**src/rtl/charge_session_ctrl.sv**
```systemverilog
// Coin-charger session controller: keyed amount entry, conversion to seconds, 1 s countdown.
// Optional mid-session top-up is compiled in with `define CHARGE_SESSION_TOPUP_EN.
module charge_session_ctrl #(
  parameter int CLK_HZ       = 1000,
  parameter int MAX_AMOUNT   = 20,
  parameter int MAX_DIGITS   = 2,
  parameter int SEC_PER_UNIT = 2,
  parameter int AMT_W        = 5,
  parameter int TIME_W       = 6
) (
  input  logic              clk,
  input  logic              rst_n,
  input  logic              key_pressed,
  input  logic [3:0]        key_value,
  input  logic              start,
  input  logic              cancel,
  output logic [AMT_W-1:0]  amount,
  output logic [TIME_W-1:0] remaining_time,
  output logic              timing,
  output logic              done
);

  localparam int PRE_W  = (CLK_HZ > 1) ? $clog2(CLK_HZ) : 1;
  localparam int DIG_W  = 3;
  // Wide enough for amount*10+9 and remaining_time plus a full top-up, no overflow.
  localparam int WIDE_W = AMT_W + TIME_W + 8;

  localparam logic [WIDE_W-1:0] MAX_AMT_W = WIDE_W'(MAX_AMOUNT);
  localparam logic [WIDE_W-1:0] MAX_TIM_W = WIDE_W'(MAX_AMOUNT * SEC_PER_UNIT);
  localparam logic [WIDE_W-1:0] SPU_W     = WIDE_W'(SEC_PER_UNIT);
  localparam logic [WIDE_W-1:0] TEN_W     = WIDE_W'(10);
  localparam logic [WIDE_W-1:0] ONE_W     = WIDE_W'(1);
  localparam logic [PRE_W-1:0]  PRE_TC    = PRE_W'(CLK_HZ - 1);
  localparam logic [PRE_W-1:0]  PRE_ONE   = PRE_W'(1);
  localparam logic [DIG_W-1:0]  DIG_MAX   = DIG_W'(MAX_DIGITS);
  localparam logic [DIG_W-1:0]  DIG_ONE   = DIG_W'(1);

  typedef enum logic [1:0] {IDLE = 2'd0, ENTRY = 2'd1, CHARGE = 2'd2} state_t;

  state_t             state_r, state_s;
  logic [DIG_W-1:0]   digits_r, digits_s;
  logic [PRE_W-1:0]   presc_r, presc_s;
  logic [WIDE_W-1:0]  amt_n_s, rt_n_s, key_w_s, amt_w_s, rt_w_s, acc_s;
  logic               key_ok_s, tick_s, timing_s, done_s;
`ifdef CHARGE_SESSION_TOPUP_EN
  logic [WIDE_W-1:0]  add_s;
`endif

  function automatic logic [WIDE_W-1:0] sat(input logic [WIDE_W-1:0] a,
                                            input logic [WIDE_W-1:0] cap);
    sat = (a > cap) ? cap : a;
  endfunction

  assign key_ok_s = key_pressed & (key_value <= 4'd9);
  assign key_w_s  = WIDE_W'(key_value);
  assign amt_w_s  = WIDE_W'(amount);
  assign rt_w_s   = WIDE_W'(remaining_time);
  assign acc_s    = amt_w_s * TEN_W + key_w_s;
  assign tick_s   = (presc_r == PRE_TC);

  // Next-state and next-output computation for the session FSM.
  always_comb begin
    state_s  = state_r;
    amt_n_s  = amt_w_s;
    rt_n_s   = rt_w_s;
    digits_s = digits_r;
    presc_s  = presc_r;
    timing_s = timing;
    done_s   = 1'b0;
`ifdef CHARGE_SESSION_TOPUP_EN
    add_s    = '0;
`endif
    case (state_r)
      IDLE: begin
        if (cancel) begin
          state_s = IDLE;
        end else if (key_ok_s) begin
          amt_n_s  = sat(key_w_s, MAX_AMT_W);
          rt_n_s   = amt_n_s * SPU_W;
          digits_s = DIG_ONE;
          state_s  = ENTRY;
        end else begin
          state_s = IDLE;
        end
      end
      ENTRY: begin
        if (cancel || (start && (amt_w_s == '0))) begin
          state_s  = IDLE;
          amt_n_s  = '0;
          rt_n_s   = '0;
          digits_s = '0;
        end else if (start) begin
          state_s  = CHARGE;
          presc_s  = '0;
          timing_s = 1'b1;
        end else if (key_ok_s && (digits_r < DIG_MAX)) begin
          amt_n_s  = sat(acc_s, MAX_AMT_W);
          rt_n_s   = amt_n_s * SPU_W;
          digits_s = digits_r + DIG_ONE;
        end else begin
          state_s = ENTRY;
        end
      end
      CHARGE: begin
        presc_s = tick_s ? '0 : (presc_r + PRE_ONE);
        rt_n_s  = tick_s ? (rt_w_s - ONE_W) : rt_w_s;
`ifdef CHARGE_SESSION_TOPUP_EN
        if (key_ok_s) begin
          add_s   = sat(key_w_s, MAX_AMT_W - amt_w_s);
          amt_n_s = amt_w_s + add_s;
          rt_n_s  = sat(rt_w_s + add_s * SPU_W - (tick_s ? ONE_W : '0), MAX_TIM_W);
        end else begin
          amt_n_s = amt_w_s;
        end
`endif
        if (cancel || (rt_n_s == '0)) begin
          done_s   = ~cancel;
          state_s  = IDLE;
          amt_n_s  = '0;
          rt_n_s   = '0;
          digits_s = '0;
          presc_s  = '0;
          timing_s = 1'b0;
        end else begin
          state_s = CHARGE;
        end
      end
      default: begin
        state_s  = IDLE;
        amt_n_s  = '0;
        rt_n_s   = '0;
        digits_s = '0;
        presc_s  = '0;
        timing_s = 1'b0;
      end
    endcase
  end

  // State and registered outputs; rst_n is an active-high synchronous reset.
  always_ff @(posedge clk) begin
    if (rst_n) begin
      state_r        <= IDLE;
      digits_r       <= '0;
      presc_r        <= '0;
      amount         <= '0;
      remaining_time <= '0;
      timing         <= 1'b0;
      done           <= 1'b0;
    end else begin
      state_r        <= state_s;
      digits_r       <= digits_s;
      presc_r        <= presc_s;
      amount         <= amt_n_s[AMT_W-1:0];
      remaining_time <= rt_n_s[TIME_W-1:0];
      timing         <= timing_s;
      done           <= done_s;
    end
  end

endmodule

```
**config.mk**
```make
export PLATFORM = sky130hd
export DESIGN_NAME = charge_session_ctrl
export DESIGN_NICKNAME = d
export VERILOG_FILES = /design/src/rtl/charge_session_ctrl.sv
export SDC_FILE = /design/constraint.sdc
export NUM_CORES = 1
export LEC_CHECK = 0
export ABC_AREA = 1
export ABC_CLOCK_PERIOD_IN_PS = 2880
export BUFFER_PORTS_ARGS = -buffer_cell sky130_fd_sc_hd__buf_2
export CELL_PAD_IN_SITES_DETAIL_PLACEMENT = 1
export CELL_PAD_IN_SITES_GLOBAL_PLACEMENT = 2
export CORE_MARGIN = 5
export CORE_UTILIZATION = 32
export DETAILED_ROUTE_END_ITERATION = 7
export HOLD_SLACK_MARGIN = 0.02
export PLACE_DENSITY_LB_ADDON = 0.1
export SLEW_MARGIN = 20
export SYNTH_ARGS = -nofsm -noshare
export SYNTH_HDL_FRONTEND = slang
export SYNTH_SLANG_ARGS = --single-unit
```
**constraint.sdc**
```tcl
create_clock -name clk -period 2.88 [get_ports clk]
set_clock_uncertainty 0.05 [all_clocks]
set_input_delay 0.144 -clock clk [delete_from_list [all_inputs] [get_ports clk]]
set_output_delay 0.144 -clock clk [all_outputs]
set_load 0.005 [all_outputs]
```
# After elaboration in Yosys (flattened, before gate mapping)
# Index checks and enable logic that the tools add are counted.
word_totals:
  register_bits: 28
  input_bits: 9
  out_inout_bits: 13
  elab_cells: 84
op_classes:
  n_addsub: 4
  mul: 1
  order_cmp: 4
  eq_ne: 11
  muxes: 40
  bitwise: 5
  n_reduce_logical: 12
ops:
  columns: ["op", "n"]
  rows:
  - ["$mux 10", 4]
  - ["$mux 5", 8]
  - ["$logic_not 19->1", 2]
  - ["$mux 6", 6]
  - ["$pmux 10 s3", 1]
  - ["$mux 19", 1]
  - ["$mux 3", 6]
  - ["$pmux 6 s3", 1]
  - ["$pmux 5 s3", 1]
  - ["$add 10x1->10 const B", 1]
  - ["$add 9x4->10", 1]
  - ["$eq 10x10->1 const B", 1]
  - ["$gt 10x5->1 const B", 1]
  - ["$ne 2x2->1 const B", 5]
  - ["$pmux 3 s3", 1]
  - ["$mul 5x3->8 const B", 1]
  - ["$mux 2", 4]
  - ["$reduce_and 4->1", 2]
  - ["$sub 6x1->7 const B", 1]
  - ["$ne 3x3->1 const B", 2]
  - ["$pmux 2 s3", 1]
  - ["$gt 4x5->1 const B", 1]
  - ["$mux 1", 5]
  - ["$reduce_and 5->1", 1]
  - ["other kinds (14)", 19]

# Longest topological paths before layout
logic_depth:
  ltp_word: 8
  mapped_depth: 16
  ltp_nobuf: 16

# Worst setup path before layout
# OpenSTA, ideal clock, no wires.
synth_path:
  path_kind: "register -> register"
  startpoint: "reg amount[3]"
  endpoint: "reg remaining_time[5]"
  setup_ns: 0.129
  arrival_time_ns: 2.036
  t_required_ns: 2.701
  setup_slack_ns: 0.665
  path_stages_with_launch: 12
  path_buffers: 0
  period_less_slack_ns: 2.215
  cell_sequence: "dfxtp_1 ha_1 ha_1 fa_1 o21ai_0 nand2_1 nor2_1 nand2_1 o21ai_0 o21ai_0 nand2_1 a21oi_1"
synth_between:
  elab_chain_cells: 8
  word_cells_on_any_way: 14
  classes_between: "add/sub: 1; mul: 1; order compare: 1; eq/ne: 2; mux: 5; reduce/logical: 4"
synth_rtl:
  columns: ["item", "line_no", "rtl"]
  rows:
  - ["from (decl)", "17", "output logic [AMT_W-1:0] amount,"]
  - ["from (signal assigned)", "153", "amount <= amt_n_s[AMT_W-1:0];"]
  - ["$mul 5x3->8", "58", "assign acc_s = amt_w_s * TEN_W + key_w_s;"]
  - ["$add 9x4->10", "58", null]
  - ["$gt 10x5->1", "51", "sat = (a > cap) ? cap : a;"]
  - ["$mux 5", "51", null]
  - ["$mux 6", "96", "end else if (key_ok_s && (digits_r < DIG_MAX)) begin"]
  - ["$mux 6", "92", "end else if (start) begin"]
  - ["$mux 6", "87", "if (cancel || (start && (amt_w_s == '0))) begin"]
  - ["$pmux 6 s3", "73", "case (state_r)"]
  - ["to (signal assigned)", "154", "remaining_time <= rt_n_s[TIME_W-1:0];"]
  - ["to (decl)", "18", "output logic [TIME_W-1:0] remaining_time,"]
# Several ways; a longest one is shown, not always the timed one. The select of a mux whose other input is x is not followed.
# A chain may end at the register's enable or synchronous reset.

# Worst setup path after layout
# Ends and elaborated chain as after synthesis.

==> impl_metrics.csv <==
group,metric,value,unit
timing,tns,0,ps
clock_tree,insertion_delay,280,ps
synthesis,avgSynthCellArea,6.35,um2
layout,drive_above_1_share,13.3,%
global_route,grt_pass1_vias,2133,
drt,route.detailed.drc,0,
worst_setup_path,crit_fanout,5,
synthesis,synthDominantCellAreaShare,27.2,%
clock_tree,cts_buffers,3,
floorplanning,die_w,90.3,um
pwr,p_sw,0.309,mW
place,port_buffers,21,
global_route,grt_use_total,14.9,%
clock_tree,cts-htree-levels,1,
timing,rsz0062_at_grt,"false",
floorplanning,core_area,0.00631,mm2
timing,maxSlewHeadroom,70.0,%
floorplanning,io_pins,22,
synthesis,synth_fp_nets,348,
timing,setup_viol,0,
synthesis,synthesis.area,0.00206,mm2
pwr,peakVddDrop,0.213,mV
place,hpwl,4.78,mm
floorplanning,fp-row-count,29,
worst_hold_path,hold_start,"start",
layout,multi_input_area,0.00132,mm2
clock_tree,cts_resized,0,
clock_tree,cts_root_buf,"clkbuf_8",
synthesis,seq_area_frac_synth,27.2,%
clock_tree,post_cts_buffers,0,
timing,period_share,89.2,%
pwr,powerDensity,423,mW/mm2
pwr,sw_frac_of_total,31.4,%
worst_setup_path,r2r_start,"amount[3]",
pwr,intPower,0.675,mW
drt,drtIter0Drc,51,
worst_hold_path,hold_path.class,"input pin to flip-flop",
synthesis,postSynthCellCount,325,
flow_run,max-cap-violations,0,
synthesis,ys_types,29,
pwr,power_frac_comb,24.3,%
clock_tree,cts_tree,"built",
worst_setup_path,cp-startpoint,"amount[3]",
synthesis,netlist_top_cells_area,"dfxtp_1 (27%), nand2_1 (17%), nor2_1 (7.5%)",
drt,num_vias,2058,
pwr,power_frac_clock,32.9,%
place,gp_congestion,0.799,
drt,wire_per_inst,13.9,um
worst_setup_path,cp.required,3000,ps
clock_tree,cts_sinks,28,
drt,firstDrtPassIters,4,
global_route,grt_pass1_wl,10.1,mm
layout,fill_cells,851,
synthesis,ys_seq_elements,28,
drt,wirelength,5.90,mm
pwr,leakage,1.09,nW
status,outcome,"completed",
layout,syn_to_final_growth,12.7,%
synthesis,yosysTopAreaCell,"dfxtp_1",
pwr,seqPwrFrac,42.7,%
pwr,fin_total_pwr,0.984,mW
timing,final-hold-violation-count,0,
layout,nets,371,
worst_setup_path,worstSetupEndpointType,"flip-flop",
global_route,grt_max_degree,18,
worst_setup_path,cp.arrival,2680,ps
worst_setup_path,start_kind,"flip-flop",
drt,routed_via_density,4.85,
clock_tree,cts_buffer_depth,2,
drt,drt.antenna.violating_nets,0,
floorplanning,die_area,0.00816,mm2
layout,seq_area,561,um2
floorplanning,die_y,90.3,um
floorplanning,initial_utilization,32.7,%
timing,timing.fmax,389,MHz
timing,slew_viol_final,0,
global_route,antenna_found_initial,0,
clock_tree,holdBufCountCts,0,
clock_tree,clk_pin_slew,110,ps
timing,fin_crit,2570,ps
layout,antennaDiodeCount,0,
global_route,gr-total-overflow,0,
timing,tightest_slew,449,ps
synthesis,yosysWarnings,0,
worst_setup_path,crit_type,"flip-flop to flip-flop",
[per-stage QoR]
stage               cells  instance area (um2)  worst slack, ps  util, %  hold WS (ps)
CTS                   424                 2330              302     36.8           129
floorplan             325                 2060              665        -           271
global placement      420                 2250              403     35.7           397
finish                424                 2330              312     36.8           138
global route          424                 2330             53.2     36.8           174
detailed placement    420                 2250              335     35.7           403
[critical path, stage by stage (launching register included)]
cell	delay, ps
dfxtp_1	430
ha_1	270
ha_1	230
fa_1	450
o21ai_0	90
nand2_1	80
nor2_1	190
nand2_1	110
o21ai_0	270
o21ai_0	140
nand2_1	80
a21oi_1	60
[cell type report]
cell class,instances,share of cell area (%)
clock inverter,1,1.29
timing repair buffer,21,4.52
inverter,45,7.48
clock buffer,3,1.78
sequential,28,24.1
multi-input combinational,249,56.7
tap,77,4.14
[flip-flops by register name, indices dropped and copies added, names as in the netlist]
register,cells
amount,5
digits_r,3
done,1
presc_r,10
remaining_time,6
state_r,2
timing,1
[worst paths after layout]
check	end	slack, ps	cells after the start
worst max-delay path	remaining_time[5]	310	11
worst min-delay path	state_r[0]	140	4
worst max register to register	remaining_time[5]	310	11
worst min register to register	timing	420	2
[synth_stat cells]
| cell | n |
|---|---|
| o21ai_1 | 4 |
| xnor2_1 | 1 |
| inv_1 | 39 |
| clkinv_4 | 1 |
| nand2_1 | 96 |
| nor2_8 | 1 |
| xor2_1 | 5 |
| nand2_2 | 5 |
| o21a_2 | 1 |
| clkbuf_1 | 3 |
| a21oi_1 | 24 |
| nor3_1 | 10 |
| nand4_1 | 5 |
| o21bai_1 | 1 |
| fa_1 | 2 |
| nand3_2 | 1 |
| ha_1 | 12 |
| nand3_1 | 17 |
| a31oi_1 | 1 |
| dfxtp_1 | 28 |
| nor2_4 | 3 |
| nor2_2 | 3 |
| nor2_1 | 41 |
| nand2_8 | 2 |
| nand2_4 | 1 |
| inv_2 | 3 |
| clkinv_1 | 2 |
| o21ai_0 | 12 |
| o21a_1 | 1 |
[layout by cell type (no fill, tap or decap), types with 2 or more instances in the layout]
cell      instances
inv_1            39
nand2_2           5
nor2_4            3
dfxtp_1          28
a21oi_1          24
nand4_1           5
nand2_8           2
inv_2             3
nor2_1           41
nor2_2            3
nor3_1           10
xor2_1            5
clkinv_1          2
fa_1              2
o21ai_0          12
buf_2            21
nand2_1          96
clkbuf_8          3
nand3_1          17
o21ai_1           4
ha_1             12
[cells by family after synthesis]
group | synth area share (%)
flip-flops | 27.2
XOR/XNOR | 2.55
buffers and inverters | 8.97
adder cells (fa/ha/maj) | 9.21
AO/OA/AOI/OAI | 11.2
AND/OR/NAND/NOR | 41.0
[power groups by stage]
stage          registers, mW  logic [mW]  clock network (mW)
2_1_floorplan          0.425       0.174                   0
3_3_place_gp           0.430       0.238                   0
3_5_place_dp           0.430       0.241                   0
4_1_cts                0.421       0.243               0.336
5_1_grt                0.424       0.276               0.351
6_report               0.420       0.239               0.324
[per-layer routing]
layer  track usage (%)  up-vias  share of wire (%)
li1                  -     1069                  -
met1              19.4      964                 48
met2              26.2       21                 49
met3              1.83        4                2.0
met4              3.35        0               0.76
met5                 0        -                  0
No activity file was read; power rests on OpenSTA's default activity.
